[src/rtl/alu_decode_stage.sv]
// Registered RV32I decode stage in front of the ALU: valid/ready in, decoded bundle out one cycle later.
// Optional DECODE_SKID_EN adds a one-entry skid buffer so o_ready is a flop with no path from i_ready.
module alu_decode_stage (
  input  logic        i_clk,
  input  logic        i_rst_n,
  input  logic        i_valid,
  output logic        o_ready,
  input  logic [31:0] i_instr,
  input  logic        i_flush,
  output logic        o_valid,
  input  logic        i_ready,
  output logic [3:0]  o_alu_op,
  output logic [1:0]  o_src_a_sel,
  output logic [1:0]  o_src_b_sel,
  output logic [31:0] o_imm,
  output logic [4:0]  o_rs1,
  output logic [4:0]  o_rs2,
  output logic [4:0]  o_rd,
  output logic        o_reg_we,
  output logic        o_mem_rd,
  output logic        o_mem_wr,
  output logic        o_is_branch,
  output logic        o_is_jump,
  output logic [2:0]  o_funct3,
  output logic        o_illegal
);

  typedef enum logic [3:0] {
    ALU_ADD  = 4'b0000, ALU_SLL  = 4'b0001, ALU_SLT  = 4'b0010, ALU_SLTU = 4'b0011,
    ALU_XOR  = 4'b0100, ALU_SRL  = 4'b0101, ALU_OR   = 4'b0110, ALU_AND  = 4'b0111,
    ALU_SUB  = 4'b1000, ALU_BGEU = 4'b1001, ALU_BLTU = 4'b1010, ALU_BGE  = 4'b1011,
    ALU_BLT  = 4'b1100, ALU_SRA  = 4'b1101, ALU_BNE  = 4'b1111
  } alu_op_e;

  typedef enum logic [6:0] {
    OPC_LOAD   = 7'b0000011, OPC_OP_IMM = 7'b0010011, OPC_AUIPC = 7'b0010111,
    OPC_STORE  = 7'b0100011, OPC_OP     = 7'b0110011, OPC_LUI   = 7'b0110111,
    OPC_BRANCH = 7'b1100011, OPC_JALR   = 7'b1100111, OPC_JAL   = 7'b1101111
  } opcode_e;

  typedef enum logic [1:0] {SRC_A_RS1 = 2'b00, SRC_A_PC = 2'b01, SRC_A_ZERO = 2'b10} src_a_e;
  typedef enum logic [1:0] {SRC_B_RS2 = 2'b00, SRC_B_IMM = 2'b01, SRC_B_FOUR = 2'b10} src_b_e;

  typedef struct packed {
    logic [3:0]  alu_op;
    logic [1:0]  src_a;
    logic [1:0]  src_b;
    logic [31:0] imm;
    logic [4:0]  rs1;
    logic [4:0]  rs2;
    logic [4:0]  rd;
    logic        reg_we;
    logic        mem_rd;
    logic        mem_wr;
    logic        is_branch;
    logic        is_jump;
    logic [2:0]  funct3;
    logic        illegal;
  } decode_t;

  function automatic alu_op_e f_alu_map(input logic [2:0] f3, input logic alt);
    alu_op_e op;
    case (f3)
      3'b000:  op = alt ? ALU_SUB : ALU_ADD;
      3'b001:  op = ALU_SLL;
      3'b010:  op = ALU_SLT;
      3'b011:  op = ALU_SLTU;
      3'b100:  op = ALU_XOR;
      3'b101:  op = alt ? ALU_SRA : ALU_SRL;
      3'b110:  op = ALU_OR;
      default: op = ALU_AND;
    endcase
    return op;
  endfunction

  logic [6:0]  w_opcode;
  logic [2:0]  w_f3;
  logic [6:0]  w_f7;
  logic [31:0] w_imm_i, w_imm_s, w_imm_b, w_imm_u, w_imm_j;
  logic        w_illegal;
  decode_t     w_dec;

  assign w_opcode = i_instr[6:0];
  assign w_f3     = i_instr[14:12];
  assign w_f7     = i_instr[31:25];
  assign w_imm_i  = {{20{i_instr[31]}}, i_instr[31:20]};
  assign w_imm_s  = {{20{i_instr[31]}}, i_instr[31:25], i_instr[11:7]};
  assign w_imm_b  = {{19{i_instr[31]}}, i_instr[31], i_instr[7], i_instr[30:25], i_instr[11:8], 1'b0};
  assign w_imm_u  = {i_instr[31:12], 12'h000};
  assign w_imm_j  = {{11{i_instr[31]}}, i_instr[31], i_instr[19:12], i_instr[20], i_instr[30:21], 1'b0};

  always_comb begin
    w_illegal       = 1'b0;
    w_dec           = '0;
    w_dec.alu_op    = ALU_ADD;
    w_dec.src_a     = SRC_A_RS1;
    w_dec.src_b     = SRC_B_RS2;
    w_dec.rs1       = i_instr[19:15];
    w_dec.rs2       = i_instr[24:20];
    w_dec.rd        = i_instr[11:7];
    w_dec.funct3    = w_f3;
    case (w_opcode)
      OPC_OP_IMM: begin
        w_dec.alu_op = f_alu_map(w_f3, (w_f3 == 3'b101) && i_instr[30]);
        w_dec.src_b  = SRC_B_IMM;
        w_dec.imm    = w_imm_i;
        w_dec.reg_we = 1'b1;
        if (w_f3 == 3'b001 && w_f7 != 7'b0000000)
          w_illegal = 1'b1;
        if (w_f3 == 3'b101 && w_f7 != 7'b0000000 && w_f7 != 7'b0100000)
          w_illegal = 1'b1;
      end
      OPC_OP: begin
        w_dec.alu_op = f_alu_map(w_f3, w_f7 == 7'b0100000);
        w_dec.reg_we = 1'b1;
        if (w_f7 == 7'b0100000) begin
          if (w_f3 != 3'b000 && w_f3 != 3'b101)
            w_illegal = 1'b1;
        end else if (w_f7 != 7'b0000000) begin
          w_illegal = 1'b1;
        end
      end
      OPC_BRANCH: begin
        w_dec.imm       = w_imm_b;
        w_dec.is_branch = 1'b1;
        case (w_f3)
          3'b000:  w_dec.alu_op = ALU_SUB;
          3'b001:  w_dec.alu_op = ALU_BNE;
          3'b100:  w_dec.alu_op = ALU_BLT;
          3'b101:  w_dec.alu_op = ALU_BGE;
          3'b110:  w_dec.alu_op = ALU_BLTU;
          3'b111:  w_dec.alu_op = ALU_BGEU;
          default: w_illegal    = 1'b1;
        endcase
      end
      OPC_LOAD: begin
        w_dec.src_b  = SRC_B_IMM;
        w_dec.imm    = w_imm_i;
        w_dec.reg_we = 1'b1;
        w_dec.mem_rd = 1'b1;
      end
      OPC_STORE: begin
        w_dec.src_b  = SRC_B_IMM;
        w_dec.imm    = w_imm_s;
        w_dec.mem_wr = 1'b1;
      end
      OPC_LUI: begin
        w_dec.src_a  = SRC_A_ZERO;
        w_dec.src_b  = SRC_B_IMM;
        w_dec.imm    = w_imm_u;
        w_dec.reg_we = 1'b1;
      end
      OPC_AUIPC: begin
        w_dec.src_a  = SRC_A_PC;
        w_dec.src_b  = SRC_B_IMM;
        w_dec.imm    = w_imm_u;
        w_dec.reg_we = 1'b1;
      end
      OPC_JAL, OPC_JALR: begin
        w_dec.src_a   = SRC_A_PC;
        w_dec.src_b   = SRC_B_FOUR;
        w_dec.imm     = (w_opcode == OPC_JAL) ? w_imm_j : w_imm_i;
        w_dec.reg_we  = 1'b1;
        w_dec.is_jump = 1'b1;
      end
      default: w_illegal = 1'b1;
    endcase
    // Illegal words keep their register fields but carry no operation or side effect.
    if (w_illegal) begin
      w_dec.alu_op    = ALU_ADD;
      w_dec.src_a     = SRC_A_RS1;
      w_dec.src_b     = SRC_B_RS2;
      w_dec.imm       = '0;
      w_dec.reg_we    = 1'b0;
      w_dec.mem_rd    = 1'b0;
      w_dec.mem_wr    = 1'b0;
      w_dec.is_branch = 1'b0;
      w_dec.is_jump   = 1'b0;
      w_dec.illegal   = 1'b1;
    end
  end

  decode_t r_out;
  logic    r_valid;
  logic    w_out_free;
  logic    w_accept;

  assign w_out_free = !r_valid || i_ready;

`ifdef DECODE_SKID_EN
  decode_t r_skid;
  logic    r_skid_valid;
  logic    r_ready;

  assign o_ready  = r_ready;
  assign w_accept = i_valid && r_ready;

  // Skid only fills while the output is stalled, and always drains before new input is taken.
  always_ff @(posedge i_clk or negedge i_rst_n) begin
    if (!i_rst_n) begin
      r_out        <= '0;
      r_valid      <= 1'b0;
      r_skid       <= '0;
      r_skid_valid <= 1'b0;
      r_ready      <= 1'b1;
    end else if (i_flush) begin
      r_valid      <= 1'b0;
      r_skid_valid <= 1'b0;
      r_ready      <= 1'b1;
    end else if (w_out_free) begin
      if (r_skid_valid) begin
        r_out        <= r_skid;
        r_valid      <= 1'b1;
        r_skid_valid <= 1'b0;
        r_ready      <= 1'b1;
      end else if (w_accept) begin
        r_out   <= w_dec;
        r_valid <= 1'b1;
      end else begin
        r_valid <= 1'b0;
      end
    end else if (w_accept) begin
      r_skid       <= w_dec;
      r_skid_valid <= 1'b1;
      r_ready      <= 1'b0;
    end
  end
`else
  assign o_ready  = w_out_free;
  assign w_accept = i_valid && w_out_free;

  always_ff @(posedge i_clk or negedge i_rst_n) begin
    if (!i_rst_n) begin
      r_out   <= '0;
      r_valid <= 1'b0;
    end else if (i_flush) begin
      r_valid <= 1'b0;
    end else if (w_accept) begin
      r_out   <= w_dec;
      r_valid <= 1'b1;
    end else if (i_ready) begin
      r_valid <= 1'b0;
    end
  end
`endif

  assign o_valid     = r_valid;
  assign o_alu_op    = r_out.alu_op;
  assign o_src_a_sel = r_out.src_a;
  assign o_src_b_sel = r_out.src_b;
  assign o_imm       = r_out.imm;
  assign o_rs1       = r_out.rs1;
  assign o_rs2       = r_out.rs2;
  assign o_rd        = r_out.rd;
  assign o_reg_we    = r_out.reg_we;
  assign o_mem_rd    = r_out.mem_rd;
  assign o_mem_wr    = r_out.mem_wr;
  assign o_is_branch = r_out.is_branch;
  assign o_is_jump   = r_out.is_jump;
  assign o_funct3    = r_out.funct3;
  assign o_illegal   = r_out.illegal;

endmodule

[config.mk]
export PLATFORM = sky130hd
export DESIGN_NAME = alu_decode_stage
export DESIGN_NICKNAME = d
export VERILOG_FILES = /design/src/rtl/alu_decode_stage.sv
export SDC_FILE = /design/constraint.sdc
export NUM_CORES = 1
export LEC_CHECK = 0
export ABC_AREA = 0
export CELL_PAD_IN_SITES_DETAIL_PLACEMENT = 2
export CELL_PAD_IN_SITES_GLOBAL_PLACEMENT = 2
export CORE_ASPECT_RATIO = 0.9
export CORE_MARGIN = 3
export CORE_UTILIZATION = 28
export CTS_CLUSTER_SIZE = 10
export DETAILED_ROUTE_END_ITERATION = 6
export PLACE_DENSITY_LB_ADDON = 0.1
export SYNTH_ARGS = -nofsm -noshare
export SYNTH_HDL_FRONTEND = slang
export SYNTH_SLANG_ARGS = --single-unit
[constraint.sdc]
create_clock -name i_clk -period 2.2 [get_ports i_clk]
set_input_delay 0.22 -clock i_clk [delete_from_list [all_inputs] [get_ports i_clk]]
set_output_delay 0.22 -clock i_clk [all_outputs]
set_load 0.1 [all_outputs]
; ---- After elaboration in Yosys (flattened, before gate mapping)
; Cells that the tools add are included.
[totals]
reg_bits = 65
in_bits = 37
output_inout_bits = 66
elab_cells = 86
[op_classes]
mux = 30
bitwise = 1
eq_ne = 19
n_reduce_logical = 21
[op_table]
columns = operator, n
row1 = $pmux W32 S5, 1
row2 = $pmux W4 S7, 2
row3 = $mux W40, 1
row4 = $eq A7 B6 Y1 const B, 4
row5 = $pmux W4 S6, 1
row6 = $eq A7 B7 Y1 const B, 3
row7 = $mux W20, 1
row8 = $mux W4, 4
row9 = $mux W1, 15
row10 = $eq A7 B5 Y1 const B, 2
row11 = $eq A3 B3 Y1 const B, 4
row12 = $pmux W4 S3, 1
row13 = $reduce_or A6 Y1, 2
row14 = $pmux W2 S2, 2
row15 = $eq A7 B2 Y1 const B, 1
row16 = $ne A7 B6 Y1 const B, 1
row17 = $reduce_bool A7 Y1, 1
row18 = $reduce_or A7 Y1, 1
row19 = $eq A3 B2 Y1 const B, 2
row20 = $logic_and A1 B1 Y1, 6
row21 = $reduce_bool A3 Y1, 2
row22 = $reduce_or A2 Y1, 3
row23 = $mux W5, 1
row24 = $reduce_or A5 Y1, 1
row25 = 9 further kinds, 9

; ---- Longest topological paths before layout
[depth]
depth_word = 6
ltp_mapped = 8
depth_no_buf = 5

; ---- Worst setup path after synthesis
; No wires, ideal clock.
[synth_path]
kind = flip-flop to flip-flop
start = register r_valid, in the netlist o_valid
end = register r_out, in the netlist o_imm[16]
stages_incl_launch_ff = 8
setup_time_ns = 0.091
path_slack_ns = -1.048
arrival_time_ns = 3.157
synth_period_minus_slack_ns = 3.248
path_buffers = 3
required_ns = 2.109
cell_sequence = dfrtp_1 > nand2b_1 > nand3b_1 > clkbuf_1 > buf_1 > clkbuf_1 > nand2_1 > o31ai_4
[synth_between]
elab_chain_len = 4
[synth_lines]
columns = item, line_no
row1 = "start, declared", 184  ; logic r_valid;
row2 = "start signal, assigned", 235  ; r_valid <= 1'b0;
row3 = "start signal, assigned", 237  ; r_valid <= 1'b0;
row4 = "start signal, assigned", 240  ; r_valid <= 1'b1;
row5 = $logic_not A1 Y1, 188  ; assign w_out_free = !r_valid || i_ready;
row6 = $logic_or A1 B1 Y1, 188
row7 = via o_ready, 7  ; output logic o_ready,
row8 = $logic_and A1 B1 Y1, 230  ; assign w_accept = i_valid && w_out_free;
row9 = $reduce_and A2 Y1 (no source line), n/a
row10 = "end signal, assigned", 239  ; r_out <= w_dec;
row11 = "end, declared", 183  ; decode_t r_out;
; The timed path passes the listed nets, and every way through them passes these cells.
; A chain may end at the register's enable or synchronous reset.

; ---- Worst setup path in the final report
[layout_path]
start = input i_instr[28]
end = register r_out, in the netlist o_alu_op[3]
[layout_between]
elab_chain_len = 6
elab_cells_between_ends = 16
cone_classes = eq/ne (2) / mux (10) / reduce/logical (4)
[layout_lines]
columns = item, line_no
row1 = "start, declared", 8  ; input logic [31:0] i_instr,
row2 = branches (longest 5 deep; another with $eq A7 B6 Y1), n/a
row3 = $mux W40 (*), 169  ; if (w_illegal) begin
; Every way passes the cells marked *.

==> flow_summary.ini <==
[setup_path]
reg2reg_depth = 4
arrival_ns = 2.37
startpoint = i_instr[28]
cp_max_fo = 4
critical_path_class = in2reg
critPathLaunchType = input pin
reg2reg_slack_ns = 0.47
crit_required_ns = 2.44
cp-end-kind = flop
timing.rr.start = o_valid$_DFFE_PN0P_
r2r_end = o_alu_op[3]$_DFFE_PN0P_

[route]
drc = 0
ant_nets = 0
first_pass_iters = 4
drt_iter0_drc = 115
num_vias = 2835
totalWireLength_microns = 10600
wl_per_cell_microns = 17.9
viasPerCell = 4.81

[cells_and_area]
syn2layout_area_growth_pct = 53.1
fillers = 1170
nets = 470
drive_above_1_share_pct = 41.3
design_area_sq_mm = 0.00482
diodes = 0

[yosys]
yosys_warnings = 0
synth.mux.area_fraction_pct = 6.40
syn_area_per_cell_sq_um = 10.8
synth_compound_area_share_pct = 24.1
synth_cell_types = 49
synth_flop_cell = dfrtp_1
synth_area_leaders = dfrtp_1 51%, o31ai_2 7.6%, mux2_2 6.1%
yosys.area_share.simple_pct = 13.0
synth_top_area_share_pct = 50.9
synthCells = 291
synth_fa_ha_area_share_pct = 0
synth_top_family_by_area = compound AO/OA/AOI/OAI gates
synth_xor_area_share_pct = 0.278
yosysSeqAreaShare_pct = 50.9
synth_edf_count = 0
synth_area_sq_mm = 0.00315
ys_seq_elements = 64
synth_nets = 328
yosysTopAreaCell = dfrtp_1
synth_async_sr_flop_share_pct = 100

[clock_network]
clk_latency_ns = 0.32
htree_levels = 3
clockBufferDepth = 2
cts-root-buf = clkbuf_16
clock_sinks = 64
cts_tree = built
cts_buffers = 9
clkTransAtPathRegs_ns = 0.05

[power]
p_int_mw = 2.41
switchingPower_mw = 1.24
netSwitchingFraction_pct = 34.0
p_per_area_mw_per_mm2 = 757
power_frac_clock_pct = 39.0
seqPwrFrac_pct = 34.9
vdd_drop_max_v = 0.000460
power_leakage_nw = 2.18
combPwrFrac_pct = 26.1

[floorplan]
dieArea_sq_mm = 0.0126
fp.dieH_microns = 107
ios = 103
row_count = 36
die_w_microns = 118
start_util_pct = 28.9
design.core.area_sq_mm = 0.0109

[worst_hold_path]
worstHoldPathType = in2async

[timing]
clock_skew_ns = 0.00245
rsz0062_at_grt = false
worst_pin_slew_ns = 0.671
fin_crit_ns = 2.13
holdWs_ns = 0.358
min_period_over_period_pct = 96.8
final-hold-violation-count = 0
slew_violations = 0
relSlewSlack_pct = 54.9
setup_viol = 0
max_freq_ghz = 0.470

[grt]
overflow = 0
grt_first_pass_wirelength_microns = 17600
grt_max_degree = 54
grt_usage_pct = 17.4
antenna_found_initial = 0
grt_pass1_vias = 3278

[place]
place_area_sq_mm = 0.00451
place.gp.congestion = 0.799
dp_hpwl_microns = 7870
port_buffers = 102

[run]
cap_violations = 0

[outcome]
status = completed
[through the flow]
step	std cells	setup TNS [ns]	setup WS [ns]	power, mW	utilization, %
after CTS	590	0	0.0869	3.71	44.2
after global routing	590	0	0.00622	3.80	44.2
final	590	0	0.0705	3.65	44.2
after global placement	573	-4.17	-0.193	2.24	41.4
after detailed placement	573	-6.28	-0.245	2.26	41.4
after floorplan	291	0	0.0631	1.93	-
[synth_stat cells (2+ instances only)]
cell type / number
dfrtp_1: 64
nand2_1: 41
a21oi_1: 30
o31ai_2: 19
clkbuf_1: 17
mux2_2: 17
o21ai_0: 10
o31ai_1: 8
inv_1: 7
a32o_1: 6
nor2_1: 6
nor2b_1: 6
a22oi_1: 5
a22o_1: 4
nor3_1: 4
a21o_1: 3
nand3_1: 3
nand3b_1: 3
o21ai_1: 3
buf_2: 2
buf_6: 2
nand2b_1: 2
nor3_2: 2
or4_1: 2
[flip-flops by register name, summed over array words and instances (netlist names)]
| signal | flops |
|---|---|
| o_alu_op | 4 |
| o_funct3 | 3 |
| o_illegal | 1 |
| o_imm | 32 |
| o_is_branch | 1 |
| o_is_jump | 1 |
| o_mem_rd | 1 |
| o_mem_wr | 1 |
| o_rd | 5 |
| o_reg_we | 1 |
| o_rs1 | 5 |
| o_rs2 | 5 |
| o_src_a_sel | 2 |
| o_src_b_sel | 1 |
| o_valid | 1 |
[cells in the final DEF, fill, tap and decap left out, types with 2 or more instances in the layout]
cell             instances
a21oi_1                 30
clkinv_2                 4
o31ai_1                  8
mux2_2                  17
nor3_2                   2
clkdlybuf4s50_1         35
buf_12                   4
nand3_1                  3
inv_1                    7
nor2b_1                  6
nor2_1                   6
o21ai_0                 10
dfrtp_1                 63
a22o_1                   4
or4_1                    2
o31ai_2                 19
buf_4                  115
nand2_1                 41
a21o_1                   3
a32o_1                   6
nand3b_1                 3
o21ai_1                  3
a22oi_1                  5
nor3_1                   4
clkbuf_16                9
[area by class of cell]
cell class | count | area [sq um] | area share [%]
Sequential cell | 64 | 1610 | 33.3
Tap cell | 152 | 190 | 3.95
Clock inverter | 6 | 58.8 | 1.22
Multi-Input combinational cell | 195 | 1390 | 28.9
Clock buffer | 10 | 239 | 4.96
Timing Repair Buffer | 156 | 1310 | 27.2
Inverter | 7 | 26.3 | 0.545
[repair_timing]
action	in CTS	in global routing
hold buffers	1	0
buffers inserted	0	0
resized for setup	0	0
endpoints found under the hold margin	15	0
[power groups by stage]
stage / combinational [mW] / clock, mW / sequential (mW)
global route: 1.00 / 1.52 / 1.28
global placement: 0.949 / 0 / 1.29
CTS: 0.965 / 1.47 / 1.28
floorplan: 0.176 / 0 / 1.75
finish: 0.953 / 1.42 / 1.27
detailed placement: 0.960 / 0 / 1.30
[worst max path at each step]
| stage | to | slack [ns] | cells after the start |
|---|---|---|---|
| 2_1_floorplan | o_rd[4]$_DFFE_PN0P_ | 0.06 | 5 |
| 3_3_place_gp | o_alu_op[3]$_DFFE_PN0P_ | -0.19 | 6 |
| 3_5_place_dp | o_alu_op[3]$_DFFE_PN0P_ | -0.25 | 6 |
| 4_1_cts | o_alu_op[1]$_DFFE_PN0P_ | 0.09 | 6 |
| 5_1_grt | o_alu_op[1]$_DFFE_PN0P_ | 0.006 | 6 |
| 6_report | o_alu_op[3]$_DFFE_PN0P_ | 0.07 | 6 |
[worst max-delay path, cell delays in order]
cell and delay (ns):
clkdlybuf4s50_1 0.42, or4_1 0.54, nor3_2 0.26, a211oi_1 0.18, or4_4 0.59, a22oi_2 0.17
[metal layers]
| layer | up-vias | wire length [microns] | track usage [%] |
|---|---|---|---|
| met5 | - | 0 | 0 |
| met4 | 0 | 65 | 4.27 |
| met3 | 7 | 462 | 4.91 |
| met2 | 62 | 5390 | 30.6 |
| met1 | 1425 | 4640 | 21.3 |
| li1 | 1341 | - | - |
[cells by family after synthesis]
family                    count (synthesis)
muxes                                    18
AOI/OAI and AO/OA                        97
DFF                                      64
buffers and inverters                    32
xor gates and xnor gates                  1
and+or+nand+nor                          79
No activity file was read; power rests on OpenSTA's default activity.
